--- src/rtl/mouse_overlay_pipe.sv ---
// Arrow-cursor overlay for the VGA stream: position/mode latched at vblank start,
// two-stage pipeline with identical 2-clk latency on every output.
module mouse_overlay_pipe #(
   parameter int CNT_W   = 12,
   parameter int COLOR_W = 4,
   parameter int CUR_W   = 12,
   parameter int CUR_H   = 16,
   parameter logic [3*COLOR_W-1:0] FILL_RGB = 12'hFFF,
   parameter logic [3*COLOR_W-1:0] EDGE_RGB = 12'h000
) (
   input  logic                   clk,
   input  logic                   rst,
   input  logic [CNT_W-1:0]       xpos_in,
   input  logic [CNT_W-1:0]       ypos_in,
   input  logic [1:0]             mode_in,
   input  logic [CNT_W-1:0]       hcount_in,
   input  logic [CNT_W-1:0]       vcount_in,
   input  logic                   hblnk_in,
   input  logic                   vblnk_in,
   input  logic                   hs_in,
   input  logic                   vs_in,
   input  logic [3*COLOR_W-1:0]   rgb_in,
   output logic [CNT_W-1:0]       hcount_out,
   output logic [CNT_W-1:0]       vcount_out,
   output logic                   hblnk_out,
   output logic                   vblnk_out,
   output logic                   hs_out,
   output logic                   vs_out,
   output logic [3*COLOR_W-1:0]   rgb_out
);

   localparam int RGB_W = 3*COLOR_W;
   localparam logic [CNT_W:0] CUR_W_L  = (CNT_W+1)'(CUR_W);
   localparam logic [CNT_W:0] CUR_H_L  = (CNT_W+1)'(CUR_H);
   localparam logic [CNT_W:0] CUR_W_M1 = (CNT_W+1)'(CUR_W-1);
   localparam logic [CNT_W:0] CUR_H_M1 = (CNT_W+1)'(CUR_H-1);

   logic             vblnk_prev_q;
   logic [CNT_W-1:0] x_q, x_d, y_q, y_d;
   logic [1:0]       mode_q, mode_d;
   logic             latch_d;

   logic [CNT_W:0]   dx_d, dy_d;
   logic             inside_d, is_edge_d;

   logic             s1_inside_q, s1_edge_q, s1_hb_q, s1_vb_q, s1_hs_q, s1_vs_q;
   logic [CNT_W-1:0] s1_hc_q, s1_vc_q;
   logic [RGB_W-1:0] s1_rgb_q;
   logic [1:0]       s1_mode_q;
   logic [RGB_W-1:0] rgb_d;

   // Position and mode only move on the rising edge of vblank so the cursor never tears.
   assign latch_d = vblnk_in & ~vblnk_prev_q;

   always_comb begin
      x_d    = x_q;
      y_d    = y_q;
      mode_d = mode_q;
      if (latch_d) begin
         x_d    = xpos_in;
         y_d    = ypos_in;
         mode_d = mode_in;
      end
   end

   always_ff @(posedge clk or posedge rst) begin
      if (rst) begin
         vblnk_prev_q <= 1'b0;
         x_q          <= '0;
         y_q          <= '0;
         mode_q       <= 2'b00;
      end else begin
         vblnk_prev_q <= vblnk_in;
         x_q          <= x_d;
         y_q          <= y_d;
         mode_q       <= mode_d;
      end
   end

   // Offsets carry an extra sign bit; a set MSB means the pixel is left of / above the tip.
   assign dx_d = {1'b0, hcount_in} - {1'b0, x_q};
   assign dy_d = {1'b0, vcount_in} - {1'b0, y_q};

   assign inside_d  = ~dx_d[CNT_W] & ~dy_d[CNT_W] & (dy_d < CUR_H_L) &
                      (dx_d < CUR_W_L) & (dx_d <= dy_d);
   assign is_edge_d = inside_d & ((dx_d == '0) | (dx_d == dy_d) |
                                  (dy_d == CUR_H_M1) | (dx_d == CUR_W_M1));

   always_ff @(posedge clk or posedge rst) begin
      if (rst) begin
         s1_inside_q <= 1'b0;
         s1_edge_q   <= 1'b0;
         s1_hb_q     <= 1'b0;
         s1_vb_q     <= 1'b0;
         s1_hs_q     <= 1'b0;
         s1_vs_q     <= 1'b0;
         s1_hc_q     <= '0;
         s1_vc_q     <= '0;
         s1_rgb_q    <= '0;
         s1_mode_q   <= 2'b00;
      end else begin
         s1_inside_q <= inside_d;
         s1_edge_q   <= is_edge_d;
         s1_hb_q     <= hblnk_in;
         s1_vb_q     <= vblnk_in;
         s1_hs_q     <= hs_in;
         s1_vs_q     <= vs_in;
         s1_hc_q     <= hcount_in;
         s1_vc_q     <= vcount_in;
         s1_rgb_q    <= rgb_in;
         s1_mode_q   <= mode_q;
      end
   end

   always_comb begin
      rgb_d = s1_rgb_q;
      if (s1_hb_q | s1_vb_q) begin
         rgb_d = '0;
      end else begin
         case (s1_mode_q)
            2'b01: begin
               if (s1_edge_q)        rgb_d = EDGE_RGB;
               else if (s1_inside_q) rgb_d = FILL_RGB;
            end
            2'b10: begin
               if (s1_inside_q) rgb_d = ~s1_rgb_q;
            end
            2'b11: begin
               if (s1_edge_q) rgb_d = EDGE_RGB;
            end
            default: rgb_d = s1_rgb_q;
         endcase
      end
   end

   always_ff @(posedge clk or posedge rst) begin
      if (rst) begin
         hcount_out <= '0;
         vcount_out <= '0;
         hblnk_out  <= 1'b0;
         vblnk_out  <= 1'b0;
         hs_out     <= 1'b0;
         vs_out     <= 1'b0;
         rgb_out    <= '0;
      end else begin
         hcount_out <= s1_hc_q;
         vcount_out <= s1_vc_q;
         hblnk_out  <= s1_hb_q;
         vblnk_out  <= s1_vb_q;
         hs_out     <= s1_hs_q;
         vs_out     <= s1_vs_q;
         rgb_out    <= rgb_d;
      end
   end

endmodule

--- config.mk ---
export PLATFORM = sky130hd
export DESIGN_NAME = mouse_overlay_pipe
export DESIGN_NICKNAME = d
export VERILOG_FILES = /design/src/rtl/mouse_overlay_pipe.sv
export SDC_FILE = /design/constraint.sdc
export NUM_CORES = 1
export LEC_CHECK = 0
export BUFFER_PORTS_ARGS = -buffer_cell sky130_fd_sc_hd__buf_2
export CORE_MARGIN = 8
export CORE_UTILIZATION = 30
export DETAILED_ROUTE_END_ITERATION = 6
export HOLD_SLACK_MARGIN = 0.15
export PLACE_DENSITY = 0.62
export SLEW_MARGIN = 20
export SYNTH_ARGS = -nofsm -noshare
export SYNTH_HDL_FRONTEND = slang
export SYNTH_SLANG_ARGS = --single-unit
--- constraint.sdc ---
create_clock -name clk -period 3.1 [get_ports clk]
set_input_delay 0.31 -clock clk [delete_from_list [all_inputs] [get_ports clk]]
set_output_delay 0.31 -clock clk [all_outputs]
set_load 0.02 [all_outputs]
==> impl_metrics.yaml <==
routing:
  wire_per_inst_um: 14.11
  dr.pass1.iters: 4
  viasPerCell: 4.549
  ant_nets: 0
  first_iter_violations: 171
  vias: 4158
  wl_mm: 12.90
  remaining_drc_errors: 0
synth:
  synth.distinct_cells: 57
  netlist_area_um2: 5144
  synth_seq_area_share_pct: 53.51
  synthArstFlopShare_pct: 100.0
  yosysTopAreaCell: "dfrtp_1"
  synth_flop_cell: "dfrtp_1"
  ys_warn_count: 0
  synth-seq-cells: 110
  synth_edf_count: 0
  synthTopCellsByCount: "dfrtp_1, inv_1, ha_1"
  ys_top_cells_by_area: "dfrtp_1, ha_1, o21ai_0, inv_1, nor2_1"
  syn_nets: 588
  avgSynthCellArea_um2: 10.94
  synth_most_common_cell: "dfrtp_1"
  synth_top_cell_area_share_pct: 53.51
  syn-instance-count: 470
hold_path:
  min_delay_path_depth: 3
  hp-start: "ypos_in[7]"
  whs_endpoint: "y_q[7]$_DFFE_PP0P_"
  hold_path.class: "in2reg"
power_and_ir_drop:
  power_leakage_nw: 3.564
  vdd_drop_max_v: 0.0003359
  powerDensity_nw_per_um2: 570.3
final_layout:
  final_nets: 802
  final_cells: 914
  design_area_um2: 7336
  fin_util_pct: 43.01
  area_growth_pct: 42.62
  drive_above_1_share_pct: 31.79
  antenna_cells: 0
grt:
  busiest_layer: "met2"
  grt_util_met1_pct: 14.79
  grt.overflow.total: 0
  grt_pass1_wl_mm: 21.79
  grt_pass1_vias: 4452
  grt_usage_pct: 12.47
  grt_max_degree: 59
  gr-usage-met3_pct: 4.183
  grt_use_met2_pct: 20.88
  antenna_found_initial: 0
worst_setup_path:
  cp.arrival_ps: 3510
  reg2reg_depth: 14
  required_ps: 3370
  regToRegEndpoint: "s1_inside_q$_DFF_PP0_"
  reg2reg_from: "x_q[0]$_DFFE_PP0P_"
  worstSetupPathType: "reg2reg"
  r2r_slack_ps: -140
  setup.worst_path.start_class: "flip-flop"
  crit_path_max_fanout: 3
  crit_path_end_kind: "flip-flop"
outcome:
  status: "finished with violations"
  failed_checks: "negative setup slack"
timing:
  fmax_mhz: 308.7
  relSlewSlack_pct: 48.38
  drv_slew: 0
  finalHoldViolCount: 0
  finalCriticalPeriod_ps: 3239
  tightest_slew_ps: 769.1
  setup_tns_ps: -246.1
  clock_skew_ps: 10.98
  finalWorstSetupSlack_ps: -139.0
  fin_worst_hold_slack_ps: 167.4
  rsz0062_at_grt: "yes"
  setup_viol: 2
  post-route-period-util_pct: 104.5
flow_run:
  cap_violations: 0
clock_network:
  tritoncts: "yes"
  clk_transition_reported_paths_ps: 80
  ctsLongestPathBuffers: 2
  cts.sinks: 110
  ctsRootBufferMaster: "clkbuf_16"
  numCtsBuffers: 9
  cts-htree-levels: 3
  clk_latency_ps: 360
die:
  coreArea_um2: 17060
  die_y_um: 146.9
  die_area_um2: 21590
  die_x_um: 146.9
  rows: 48
  io_pins: 108
  start_util_pct: 30.16
placed_design:
  place_area_um2: 6337
  portBuffers: 107
  hpwl_mm: 9.556
  gp_congestion: 0.8054
  dp.cells: 841
-- cell families (layout without fill, tap and decap cells) --
| group | Yosys count | count (layout) | synth area share (%) |
|---|---|---|---|
| and+or+nand+nor | 122 | 122 | 11.38 |
| xor gates and xnor gates | 12 | 12 | 2.043 |
| adders and majority gates | 52 | 52 | 12.84 |
| AOI/OAI and AO/OA | 108 | 108 | 14.50 |
| DFF | 110 | 110 | 53.51 |
| buffers and inverters | 60 | 279 | 4.427 |
| muxes | 6 | 6 | 1.289 |
-- state kept, by name, summed over array words and instances, names as in the netlist, 2 cells and up --
register	cells
mode_q	2
s1_rgb_q	12
hcount_out	12
vcount_out	12
s1_mode_q	2
rgb_out	12
s1_hc_q	12
y_q	12
x_q	12
s1_vc_q	12
-- per-layer routing --
metal  share of wire [%]  wire, um  vias up
li1                    -         -     2055
met1                  44      5687     1995
met2                  49      6336       94
met3                 5.4       691       14
met4                 1.4       183        0
met5                   0         0        -
-- worst max path at each step --
| stage | end | startpoint |
|---|---|---|
| 6_report | s1_inside_q$_DFF_PP0_ | x_q[0]$_DFFE_PP0P_ |
| 5_1_grt | s1_inside_q$_DFF_PP0_ | y_q[3]$_DFFE_PP0P_ |
| 4_1_cts | s1_edge_q$_DFF_PP0_ | y_q[1]$_DFFE_PP0P_ |
| 3_5_place_dp | s1_edge_q$_DFF_PP0_ | hcount_in[0] |
| 3_3_place_gp | s1_edge_q$_DFF_PP0_ | hcount_in[0] |
| 2_1_floorplan | s1_edge_q$_DFF_PP0_ | x_q[0]$_DFFE_PP0P_ |
-- metrics by stage --
| stage | power (W) | setup slack, ps |
|---|---|---|
| finish | 0.004183 | -139.0 |
| global route | 0.004456 | -335.2 |
| CTS | 0.004160 | -178.9 |
| detailed placement | 0.002799 | -367.8 |
| global placement | 0.002747 | -237.6 |
| floorplan | 0.002368 | 11.69 |
-- worst max-delay path, cell delays in order (launching register included) --
cell	delay [ps]
dfrtp_1	380
ha_2	190
fa_2	340
and2b_1	220
o211ai_1	170
and2_4	210
xnor2_2	130
ha_1	300
a21o_1	160
a21oi_1	120
o21ai_1	80
maj3_2	300
o211ai_1	130
o211ai_1	190
a211oi_4	240
-- layout by cell type (no fill, tap or decap), types with 4 or more instances in the layout --
master	instances
a21o_1	6
nor3_1	4
o21ai_1	8
dlygate4sd3_1	53
dfrtp_1	110
buf_4	53
o21a_1	6
ha_1	45
a21oi_1	9
clkbuf_16	9
buf_2	107
o211ai_1	4
nor2_1	44
mux2_2	5
nor2b_1	6
xor2_1	7
nand2_1	33
o21ai_0	32
nand4_1	5
inv_1	45
a221oi_1	11
-- power by group --
part	internal (W)	switching (W)	leakage, nW	total (W)
clock	0.000669	0.000564	0.158	0.00123
sequential	0.00154	0.0000385	1.32	0.00158
combinational	0.000679	0.000695	2.08	0.00137
total	0.00289	0.00130	3.56	0.00418
-- cell type report --
class | instances | area [um2]
Clock inverter | 6 | 83.83
Timing Repair Buffer | 214 | 1484
Inverter | 49 | 187.7
Fill cell | 1668 | 9721
Tap cell | 225 | 281.5
Clock buffer | 10 | 239.0
Multi-Input combinational cell | 300 | 2307
Sequential cell | 110 | 2753
-- repair_timing --
item / CTS / global route
endpoints found under the setup margin: 2 / 2
hold buffers: 53 / 0
endpoints found under the hold margin: 73 / 0
buffers inserted: 4 / 1
pin swaps: 18 / 22
resized for setup: 8 / 22
Power figures use the tool's default switching activity.
